<file path="config.mk">
export PLATFORM = sky130hd
export DESIGN_NAME = touch_coord_filter
export DESIGN_NICKNAME = d
export VERILOG_FILES = /design/src/rtl/touch_filt_pkg.sv /design/src/rtl/touch_coord_filter_avg_win.sv /design/src/rtl/touch_coord_filter.sv
export SDC_FILE = /design/constraint.sdc
export NUM_CORES = 1
export LEC_CHECK = 0
export BUFFER_PORTS_ARGS = -buffer_cell sky130_fd_sc_hd__buf_2
export CAP_MARGIN = 20
export CORE_MARGIN = 3
export CORE_UTILIZATION = 40
export CTS_CLUSTER_DIAMETER = 30
export DETAILED_ROUTE_END_ITERATION = 10
export PLACE_DENSITY = 0.58
export SYNTH_ARGS = -nofsm -noshare
export SYNTH_HDL_FRONTEND = slang
export SYNTH_HIERARCHICAL = 1
export SYNTH_SLANG_ARGS = --single-unit
</file>
<file path="constraint.sdc">
create_clock -name clk -period 4.6 [get_ports clk]
set_input_delay 0.23 -clock clk [delete_from_list [all_inputs] [get_ports clk]]
set_output_delay 0.23 -clock clk [all_outputs]
set_load 0.05 [all_outputs]
</file>
<file path="src/rtl/touch_filt_pkg.sv">
`default_nettype none
// ============================================================================
//  Module   : touch_filt_pkg
//  Purpose  : Shared types, defaults and helpers for the touch coordinate
//             filter (FSM state, panel defaults, sum width, |a-b|).
//  Revision : 1.0 - initial release
// ============================================================================
package touch_filt_pkg;

  // Filter tracking state
  typedef enum logic [1:0] {
    ST_IDLE  = 2'd0,
    ST_FILL  = 2'd1,
    ST_TRACK = 2'd2
  } filt_state_e;

  localparam int unsigned COORD_W   = 16;
  localparam int unsigned DEF_H_RES = 800;
  localparam int unsigned DEF_V_RES = 480;

  // Running-sum width: a full window of 16-bit samples never overflows it
  function automatic int unsigned sum_width(input int unsigned avg_log2);
    return COORD_W + avg_log2;
  endfunction

  // Unsigned absolute difference of two coordinates
  function automatic logic [COORD_W-1:0] abs_diff(input logic [COORD_W-1:0] a,
                                                  input logic [COORD_W-1:0] b);
    return (a > b) ? (a - b) : (b - a);
  endfunction

endpackage
`default_nettype wire

</file>
<file path="src/rtl/touch_coord_filter_avg_win.sv">
`default_nettype none
// ============================================================================
//  Module   : touch_avg_win
//  Purpose  : One axis of the moving-average filter: circular sample window,
//             running sum (sum += new - oldest) and truncated mean.
//  Revision : 1.0 - initial release
// ============================================================================
module touch_avg_win
  import touch_filt_pkg::*;
#(
  parameter int unsigned AVG_LOG2 = 2,
  parameter int unsigned PTR_W    = 2
) (
  input  logic               clk,
  input  logic               rst_n,
  input  logic               clr,
  input  logic               wr_en,
  input  logic [PTR_W-1:0]   ptr,
  input  logic [COORD_W-1:0] din,
  output logic [COORD_W-1:0] mean
);

  localparam int unsigned DEPTH = 1 << AVG_LOG2;
  localparam int unsigned SUM_W = sum_width(AVG_LOG2);

  logic [COORD_W-1:0] win_q [DEPTH];
  logic [COORD_W-1:0] win_d [DEPTH];
  logic [SUM_W-1:0]   sum_q;
  logic [SUM_W-1:0]   sum_d;
  logic [COORD_W-1:0] oldest;

  // Replace the slot under the pointer and adjust the running sum by the delta
  always_comb begin
    oldest = '0;
    for (int i = 0; i < DEPTH; i++) begin
      if (ptr == PTR_W'(i)) oldest = win_q[i];
    end
    win_d = win_q;
    sum_d = sum_q;
    if (clr) begin
      for (int i = 0; i < DEPTH; i++) win_d[i] = '0;
      sum_d = '0;
    end else if (wr_en) begin
      for (int i = 0; i < DEPTH; i++) begin
        if (ptr == PTR_W'(i)) win_d[i] = din;
      end
      sum_d = sum_q + SUM_W'(din) - SUM_W'(oldest);
    end
  end

  // Window and sum registers
  always_ff @(posedge clk or negedge rst_n) begin
    if (!rst_n) begin
      for (int i = 0; i < DEPTH; i++) win_q[i] <= '0;
      sum_q <= '0;
    end else begin
      win_q <= win_d;
      sum_q <= sum_d;
    end
  end

  // Truncating divide by the window depth
  assign mean = sum_q[AVG_LOG2 +: COORD_W];

endmodule
`default_nettype wire

</file>
<file path="src/rtl/touch_coord_filter.sv">
`default_nettype none
// ============================================================================
//  Module   : touch_coord_filter
//  Purpose  : Clamp, average and de-jitter raw touch samples; generate
//             pen-down / pen-up strobes with a release timeout. Output is a
//             FIFO write stream, fixed 3-cycle latency from touch_data_flag.
//  Options  : TOUCH_FILT_MIRROR_EN - mirror both axes (panel rotated 180 deg)
//  Revision : 1.0 - initial release
// ============================================================================
module touch_coord_filter
  import touch_filt_pkg::*;
#(
  parameter int unsigned H_RES       = DEF_H_RES,
  parameter int unsigned V_RES       = DEF_V_RES,
  parameter int unsigned AVG_LOG2    = 2,
  parameter int unsigned MOVE_THRESH = 2,
  parameter logic [15:0] CNT_MS_MAX  = 16'd49_999,
  parameter int unsigned RELEASE_MS  = 30
) (
  input  logic        clk,
  input  logic        rst_n,
  input  logic [15:0] touch_x_loc,
  input  logic [15:0] touch_y_loc,
  input  logic        touch_data_flag,
  output logic [15:0] filt_x,
  output logic [15:0] filt_y,
  output logic        filt_valid,
  output logic        pen_down,
  output logic        pen_up,
  output logic        pen_active
);

  localparam int unsigned DEPTH = 1 << AVG_LOG2;
  localparam int unsigned CNT_W = AVG_LOG2 + 1;
  localparam int unsigned PTR_W = (AVG_LOG2 > 0) ? AVG_LOG2 : 1;

  localparam logic [COORD_W-1:0] X_MAX    = COORD_W'(H_RES - 1);
  localparam logic [COORD_W-1:0] Y_MAX    = COORD_W'(V_RES - 1);
  localparam logic [COORD_W-1:0] THRESH   = COORD_W'(MOVE_THRESH);
  localparam logic [CNT_W-1:0]   CNT_FULL = CNT_W'(DEPTH);
  localparam logic [PTR_W-1:0]   PTR_LAST = PTR_W'(DEPTH - 1);
  localparam logic [15:0]        MS_LAST  = 16'(RELEASE_MS - 1);

  // Stage A
  logic               a_valid_q, a_valid_d;
  logic [COORD_W-1:0] a_x_q, a_x_d, a_y_q, a_y_d;
  logic [COORD_W-1:0] x_clamp, y_clamp;
  // Stage B
  logic               b_valid_q, b_valid_d;
  logic [CNT_W-1:0]   cnt_q, cnt_d;
  logic [PTR_W-1:0]   ptr_q, ptr_d;
  logic [COORD_W-1:0] mean_x, mean_y;
  // Release timer
  logic [15:0]        presc_q, presc_d, presc_base;
  logic [15:0]        ms_q, ms_d, ms_base;
  logic               expire;
  // Stage C / FSM
  filt_state_e        state_q, state_d;
  logic [COORD_W-1:0] last_x_q, last_x_d, last_y_q, last_y_d;
  logic [COORD_W-1:0] filt_x_q, filt_x_d, filt_y_q, filt_y_d;
  logic               filt_valid_q, filt_valid_d;
  logic               pen_down_q, pen_down_d;
  logic               pen_up_q, pen_up_d;
  logic [COORD_W-1:0] dx, dy;
  logic               moved;

  // Stage A: clamp to the panel (optionally mirror) and capture with the strobe
  always_comb begin
    x_clamp   = (touch_x_loc > X_MAX) ? X_MAX : touch_x_loc;
    y_clamp   = (touch_y_loc > Y_MAX) ? Y_MAX : touch_y_loc;
    a_valid_d = touch_data_flag;
    a_x_d     = a_x_q;
    a_y_d     = a_y_q;
    if (touch_data_flag) begin
`ifdef TOUCH_FILT_MIRROR_EN
      a_x_d = X_MAX - x_clamp;
      a_y_d = Y_MAX - y_clamp;
`else
      a_x_d = x_clamp;
      a_y_d = y_clamp;
`endif
    end
  end

  // Stage A registers
  always_ff @(posedge clk or negedge rst_n) begin
    if (!rst_n) begin
      a_valid_q <= 1'b0;
      a_x_q     <= '0;
      a_y_q     <= '0;
    end else begin
      a_valid_q <= a_valid_d;
      a_x_q     <= a_x_d;
      a_y_q     <= a_y_d;
    end
  end

  // Stage B control: shared write pointer and saturating fill count
  always_comb begin
    b_valid_d = a_valid_q;
    cnt_d     = cnt_q;
    ptr_d     = ptr_q;
    if (expire) begin
      b_valid_d = 1'b0;
      cnt_d     = '0;
      ptr_d     = '0;
    end else if (a_valid_q) begin
      if (cnt_q != CNT_FULL) cnt_d = cnt_q + CNT_W'(1);
      ptr_d = (ptr_q == PTR_LAST) ? '0 : ptr_q + PTR_W'(1);
    end
  end

  // Stage B control registers
  always_ff @(posedge clk or negedge rst_n) begin
    if (!rst_n) begin
      b_valid_q <= 1'b0;
      cnt_q     <= '0;
      ptr_q     <= '0;
    end else begin
      b_valid_q <= b_valid_d;
      cnt_q     <= cnt_d;
      ptr_q     <= ptr_d;
    end
  end

  touch_avg_win #(
    .AVG_LOG2 (AVG_LOG2),
    .PTR_W    (PTR_W)
  ) u_win_x (
    .clk   (clk),
    .rst_n (rst_n),
    .clr   (expire),
    .wr_en (a_valid_q),
    .ptr   (ptr_q),
    .din   (a_x_q),
    .mean  (mean_x)
  );

  touch_avg_win #(
    .AVG_LOG2 (AVG_LOG2),
    .PTR_W    (PTR_W)
  ) u_win_y (
    .clk   (clk),
    .rst_n (rst_n),
    .clr   (expire),
    .wr_en (a_valid_q),
    .ptr   (ptr_q),
    .din   (a_y_q),
    .mean  (mean_y)
  );

  // Release timer: the a_valid cycle counts as tick 0, so expiry is detected
  // one cycle ahead and the registered pen_up lands exactly on the deadline.
  // A sample in the expiry cycle wins and restarts the count.
  always_comb begin
    expire     = (state_q != ST_IDLE) && !a_valid_q &&
                 (ms_q == MS_LAST) && (presc_q == CNT_MS_MAX);
    presc_base = a_valid_q ? 16'd0 : presc_q;
    ms_base    = a_valid_q ? 16'd0 : ms_q;
    if (expire || ((state_q == ST_IDLE) && !a_valid_q)) begin
      presc_d = '0;
      ms_d    = '0;
    end else if (presc_base == CNT_MS_MAX) begin
      presc_d = '0;
      ms_d    = ms_base + 16'd1;
    end else begin
      presc_d = presc_base + 16'd1;
      ms_d    = ms_base;
    end
  end

  // Release timer registers
  always_ff @(posedge clk or negedge rst_n) begin
    if (!rst_n) begin
      presc_q <= '0;
      ms_q    <= '0;
    end else begin
      presc_q <= presc_d;
      ms_q    <= ms_d;
    end
  end

  assign dx    = abs_diff(mean_x, last_x_q);
  assign dy    = abs_diff(mean_y, last_y_q);
  assign moved = (dx > THRESH) || (dy > THRESH);

  // Stage C: stroke FSM and emission decision
  always_comb begin
    state_d      = state_q;
    last_x_d     = last_x_q;
    last_y_d     = last_y_q;
    filt_x_d     = filt_x_q;
    filt_y_d     = filt_y_q;
    filt_valid_d = 1'b0;
    pen_down_d   = 1'b0;
    pen_up_d     = 1'b0;
    if (expire) begin
      state_d  = ST_IDLE;
      pen_up_d = 1'b1;
    end else begin
      case (state_q)
        ST_IDLE: begin
          if (a_valid_q) state_d = ST_FILL;
        end
        ST_FILL: begin
          if (b_valid_q && (cnt_q == CNT_FULL)) begin
            state_d      = ST_TRACK;
            filt_valid_d = 1'b1;
            pen_down_d   = 1'b1;
            filt_x_d     = mean_x;
            filt_y_d     = mean_y;
            last_x_d     = mean_x;
            last_y_d     = mean_y;
          end
        end
        ST_TRACK: begin
          if (b_valid_q && moved) begin
            filt_valid_d = 1'b1;
            filt_x_d     = mean_x;
            filt_y_d     = mean_y;
            last_x_d     = mean_x;
            last_y_d     = mean_y;
          end
        end
        default: state_d = ST_IDLE;
      endcase
    end
  end

  // Stage C / FSM registers
  always_ff @(posedge clk or negedge rst_n) begin
    if (!rst_n) begin
      state_q      <= ST_IDLE;
      last_x_q     <= '0;
      last_y_q     <= '0;
      filt_x_q     <= '0;
      filt_y_q     <= '0;
      filt_valid_q <= 1'b0;
      pen_down_q   <= 1'b0;
      pen_up_q     <= 1'b0;
    end else begin
      state_q      <= state_d;
      last_x_q     <= last_x_d;
      last_y_q     <= last_y_d;
      filt_x_q     <= filt_x_d;
      filt_y_q     <= filt_y_d;
      filt_valid_q <= filt_valid_d;
      pen_down_q   <= pen_down_d;
      pen_up_q     <= pen_up_d;
    end
  end

  assign filt_x     = filt_x_q;
  assign filt_y     = filt_y_q;
  assign filt_valid = filt_valid_q;
  assign pen_down   = pen_down_q;
  assign pen_up     = pen_up_q;
  // Active from the first captured sample of a stroke until pen-up
  assign pen_active = (state_q != ST_IDLE) || a_valid_q;

endmodule
`default_nettype wire

</file>
==> results.cfg, run 1 <==
[sta]
fin_worst_skew_ns = 0.0200
maxSlewViolCount = 0
fin_crit_sh_pct = 92.2
maxSlewHeadroom_pct = 40.3
min_period_ns = 4.24
setup_viol = 0
fmax_ghz = 0.236
rsz0062_at_grt = false
tns_ns = 0
worst_pin_slew_ns = 0.892
finalHoldViolCount = 0

[synthesis]
synth-warning-count = 6
synth.area.top_cells = dfrtp_1 38%, ha_1 7.4%, nand2_1 6.8%
synth-main-ff-cell = dfrtp_1
syn-cell-area_um2 = 18000
synth_top_cell_by_area = dfrtp_1
synth-seq-area-share_pct = 37.7
async_flop_share_pct = 100
ys_seq_elements = 272
ys_types = 91
synth_cells = 1971
synth.top_cell.area_share_pct = 37.7
syn_nets = 2148
syn_avg_cell_area_um2 = 9.15
synth_edf_count = 0

[drt]
wl_um = 47400
vias = 14500
ant_nets = 0
vias_per_cell = 5.41
drt_first_pass_iters = 5
wl_per_cell_um = 17.6
route.detailed.drc = 0
initialDrtViolationCount = 983

[setup_path]
r2r_setup_slack_ns = 0.36
reg2reg_to = filt_x[12]$_DFFE_PN0P_
cp_max_fo = 8
critical_path_class = flop to flop
cp-start-kind = flop
r2r_start = filt_x[0]$_DFFE_PN0P_
crit_path_end = filt_x[12]$_DFFE_PN0P_
crit_required_ns = 5.08
startpoint = filt_x[0]$_DFFE_PN0P_
cp-end-kind = flop
crit_arrival_ns = 4.72
r2r_cells = 15

[finish]
drive_gt1_share_pct = 14.2
layout_common_cells = 327 x nand2_1, 269 x dfrtp_1, 220 x a21oi_1
stdcell_count = 2688
diodes = 0
final_common_cell = nand2_1
nets = 2214
syn_to_final_growth_pct = 20.0

[flow_run]
cap_viol_max_count = 0

[floorplan]
io_pins = 71
dieArea_um2 = 47700
start_util_pct = 40.6
die_x_um = 218
die_h_um = 218
rows = 77
coreArea_um2 = 44400

[clock_network]
cts.path.max_buffers = 3
clockRootBuffer = clkbuf_16
cts-htree-levels = 3
clk_latency_ns = 0.59
cts_setup_buffers = 0
cts_tree = yes
clkTransAtPathRegs_ns = 0.05
cts_resized = 0
cts-hold-fix-buffers = 23
numCtsBuffers = 73
clock-sinks = 272

[global_route]
antenna_found_initial = 0
grtUsageTotal_pct = 20.2
grt_max_degree = 103
grt_pass1_vias = 14900
grt_pass1_wl_um = 77700
gr-total-overflow = 0

[placement]
hpwl_um = 33200
place.gp.congestion = 0.905
portBuffers = 70
dp.cells = 2531

[run_status]
outcome = finished clean

[hold_path]
hp-class = input pin to flop
hp-start = touch_y_loc[9]
-- stage by stage --
| step | worst slack (ns) | hold WS (ns) | cell area [um2] | util, % |
|---|---|---|---|---|
| 2_1_floorplan | 0.739 | -0.0656 | 18000 | - |
| 3_3_place_gp | 0.416 | 0.338 | 18700 | 42.2 |
| 3_5_place_dp | 0.363 | 0.338 | 18700 | 42.2 |
| 4_1_cts | 0.324 | 0.0185 | 21600 | 48.7 |
| 5_1_grt | 0.0304 | 0.0630 | 21600 | 48.7 |
| 6_report | 0.358 | 0.0630 | 21600 | 48.7 |
-- critical path: stages (launching register included) --
cell and delay, ns:
dfrtp_1 0.39, inv_1 0.09, ha_1 0.16, inv_1 0.05, fa_1 0.40, a211oi_1 0.37, o21ai_0 0.22, a21oi_1 0.22
mux2_2 0.36, nor3_1 0.13, nand4_1 0.17, a221oi_2 0.26, o2111ai_1 0.23, o31ai_4 0.54, buf_4 0.29, mux2i_1 0.24
-- synth_stat cells, types with 19 or more instances --
cell type / n
a21o_1: 27
a21oi_1: 220
mux2i_1: 63
dfrtp_1: 272
mux4_2: 32
fa_1: 36
inv_1: 135
nor2_1: 131
clkbuf_1: 69
nand4_1: 19
buf_2: 19
xnor2_1: 42
o21ai_0: 47
nand2_1: 327
ha_1: 106
nor2b_1: 31
xor2_1: 40
buf_4: 35
nand3_1: 44
-- cell type report --
cell class                 instances  area [um2]
clock buffer                      99        2070
clock inverter                    35         604
fill                            4144       22800
inverter                         135         507
multi-input combinational       1431       10000
sequential                       272        6810
tap                              592         741
timing repair buffer             124         886
-- per-layer routing --
metal  track usage, %  share of wire, %  vias up
met5                0                 0        -
met4             7.18               3.1        0
met3             3.41               4.4      100
met2             33.9                48      364
met1             26.4                45     7151
li1                 -                 -     6934
-- kinds of logic after synthesis --
| kind of cell | synth area share, % |
|---|---|
| DFF | 37.7 |
| AOI/OAI and AO/OA | 15.7 |
| muxes | 7.95 |
| buffers and inverters | 6.67 |
| xor gates and xnor gates | 3.98 |
| and+or+nand+nor | 16.6 |
| adders and majority gates | 11.4 |
-- how the worst min path moves through the flow --
stage | cells after the start | endpoint
floorplan | 0 | a_valid_q$_DFF_PN0_
global placement | 1 | pen_up$_DFF_PN0_
detailed placement | 1 | pen_up$_DFF_PN0_
CTS | 4 | a_y_q[6]$_DFFE_PN0P_
global route | 4 | a_y_q[6]$_DFFE_PN0P_
finish | 4 | a_y_q[6]$_DFFE_PN0P_
-- registers in the layout, indices dropped and copies added (netlist names) --
name           cells
filt_valid         1
a_valid_q          1
u_win_y/sum_q     18
pen_down           1
a_y_q             16
b_valid_q          1
ptr_q              2
ms_q              16
filt_x            16
filt_y            16
u_win_y/win_q     64
a_x_q             16
u_win_x/win_q     64
state_q            2
u_win_x/sum_q     18
pen_up             1
cnt_q              3
presc_q           16
Power of run 1 is not shown: default switching activity piles up to over one toggle a cycle in this logic, so the estimate is an artifact.
==> run 2, diff against run 1 <==
Settings changed: SYNTH_HIERARCHICAL 1 to default.
==> results.cfg, run 2 <==
[synthesis]
synth_top_family_by_area = simple AND/OR/NAND/NOR gates
synth_common_cells = 289 x nand2_1, 272 x dfrtp_1, 225 x a21oi_1
async_flop_share_pct = 100
synth_mux_area_share_pct = 2.52
synth-warning-count = 0
synth_edf_count = 0
synth-seq-area-share_pct = 38.2
synth_top_cell_by_area = dfrtp_1
synth.area.top_cells = dfrtp_1 38%, ha_1 7.6%, a21oi_1 6.3%
syn-cell-area_um2 = 17800
yosys.area_share.xor_xnor_pct = 3.88
yosysMostFrequentCell = nand2_1
syn_avg_cell_area_um2 = 8.46
synth_compound_gate_area_share_pct = 18.1
yosys.area_share.simple_pct = 18.5
synth_fa_ha_area_share_pct = 11.7
ys_seq_elements = 272
ys_types = 70
synth.top_cell.area_share_pct = 38.2
synth-main-ff-cell = dfrtp_1
syn_nets = 2289
synth_cells = 2109

[drt]
route.detailed.drc = 0
vias = 15300
wl_per_cell_um = 16.7
drt_first_pass_iters = 5
initialDrtViolationCount = 1052
wl_um = 47800
vias_per_cell = 5.35
ant_nets = 0

[sta]
fmax_ghz = 0.226
finalHoldViolCount = 0
maxSlewViolCount = 0
fin_worst_skew_ns = 0.0149
min_period_ns = 4.43
whs_ns = 0.0867
maxSlewHeadroom_pct = 44.3
fin_crit_sh_pct = 96.2
tns_ns = 0
worst_pin_slew_ns = 0.829
setup_viol = 0

[setup_path]
critical_path_class = flop to flop
crit_arrival_ns = 4.90
cp-start-kind = flop
crit_chain = inv_1 > ha_2 > buf_4 > buf_4 > nand2_1 > nor2_1 > a21oi_1 > nor2_1 > a21oi_1 > o21ai_0 > fa_1 > inv_1 > ha_1 > or3_1 > a2111oi_4 > nor3_2 > a211o_1 > o21ai_2 > o22ai_1 > or2_2 > a311oi_2
r2r_cells = 21
r2r_start = ptr_q[0]$_DFFE_PN0P_
cp-end-kind = flop
cp_slowest_stage_delay_ns = 0.52
reg2reg_to = u_win_x.sum_q[17]$_DFFE_PN0P_
slowest_stage = fa_1
r2r_setup_slack_ns = 0.17
cp_max_fo = 10
crit_required_ns = 5.07

[finish]
reg_top3 = u_win_x.win_q x64, u_win_y.win_q x64
diodes = 0
design_area_um2 = 21900
nets = 2399
layout_common_cells = 289 x nand2_1, 271 x dfrtp_1, 217 x a21oi_1
drive_gt1_share_pct = 13.7
fin_util_pct = 50.4
final_common_cell = nand2_1
syn_to_final_growth_pct = 23.0

[run_status]
outcome = finished clean

[global_route]
grt_pass1_wl_um = 79000
grt_pass1_vias = 15300
gr-total-overflow = 0
grtUsageTotal_pct = 20.3
antenna_found_initial = 0
grt_max_degree = 102

[power_and_ir_drop]
p_total_uw = 20300
vdd_drop_max_mv = 0.455
cellPowerDensity_nw_per_um2 = 923
p_leak_uw = 0.0100

[clock_network]
clockRootBuffer = clkbuf_16
cts-htree-levels = 3
clkTransAtPathRegs_ns = 0.04
cts.path.max_buffers = 3
numCtsBuffers = 72
clk_latency_ns = 0.58
clock-sinks = 272
cts_tree = yes

[floorplan]
rows = 76
dieArea_um2 = 47200
coreArea_um2 = 43600
die_h_um = 217
die_x_um = 217
start_util_pct = 41.0
io_pins = 71

[hold_path]
hp-class = input pin to flop
hp-start = touch_y_loc[12]
holdPathEnd = a_y_q[7]$_DFFE_PN0P_
min_delay_path_depth = 4

[placement]
portBuffers = 70
place_area_um2 = 19000
place.gp.congestion = 0.844
hpwl_um = 32900

[flow_run]
cap_viol_max_count = 0
## run 2: layout make-up
type / instances / area, um2
fill: 4124 / 21600
tap: 585 / 732
sequential: 272 / 6810
clock inverter: 33 / 484
inverter: 198 / 743
multi-input combinational: 1510 / 9930
timing repair buffer: 165 / 1220
clock buffer: 93 / 2020
## run 2: kinds of logic after synthesis
logic type	count (synthesis)
buffers and inverters	328
AO/OA/AOI/OAI	512
adder cells (fa/ha/maj)	145
flip-flops	272
multiplexers	44
AND/OR/NAND/NOR	729
XOR/XNOR	79
## run 2: power breakdown
part	total, uW	leakage (uW)	internal [uW]	switching (uW)
clock	5140	0.00121	3640	1500
sequential	3540	0.00344	3060	482
combinational	11600	0.00540	4670	6890
total	20300	0.0100	11400	8880
## run 2: worst max-delay path, delay by kind of cell, from the launching register on
| family | cells | cell delay [ns] |
|---|---|---|
| buf+inv | 4 | 0.44 |
| flops | 1 | 0.37 |
| fa+ha+maj | 3 | 0.89 |
| compound gates | 8 | 1.65 |
| simple gates | 6 | 0.96 |
## run 2: metal layers
layer / vias up / global-route usage, % / share of wire [%]
met2: 345 / 31.3 / 45
met5: - / 0 / 0
met1: 7381 / 29.5 / 48
li1: 7492 / - / -
met3: 73 / 3.04 / 4.7
met4: 0 / 6.50 / 2.0
## run 2: how the worst max path moves through the flow
stage,cells past startpoint,start,to
after floorplan,23,ptr_q[1]$_DFFE_PN0P_,u_win_x.sum_q[17]$_DFFE_PN0P_
after global placement,16,u_win_y.sum_q[3]$_DFFE_PN0P_,filt_y[1]$_DFFE_PN0P_
after detailed placement,21,ptr_q[1]$_DFFE_PN0P_,u_win_x.sum_q[17]$_DFFE_PN0P_
after CTS,21,ptr_q[1]$_DFFE_PN0P_,u_win_y.sum_q[17]$_DFFE_PN0P_
after global routing,21,ptr_q[0]$_DFFE_PN0P_,u_win_x.sum_q[17]$_DFFE_PN0P_
final,21,ptr_q[0]$_DFFE_PN0P_,u_win_x.sum_q[17]$_DFFE_PN0P_
## run 2: per-stage QoR
step	setup slack [ns]	instances
floorplan	0.0749	2109
global placement	-0.0330	2705
detailed placement	-0.129	2705
CTS	0.0154	2852
global route	-0.0713	2856
finish	0.173	2856
## run 2: repair_timing
| item | CTS | global route |
|---|---|---|
| endpoints found under the setup margin | 26 | 40 |
| gates cloned | 0 | 1 |
| endpoints found under the hold margin | 97 | 0 |
| buffers inserted | 0 | 3 |
| pin swaps | 0 | 8 |
| hold buffers | 21 | 0 |
| resized for setup | 4 | 29 |
No activity file was read; power rests on OpenSTA's default activity.
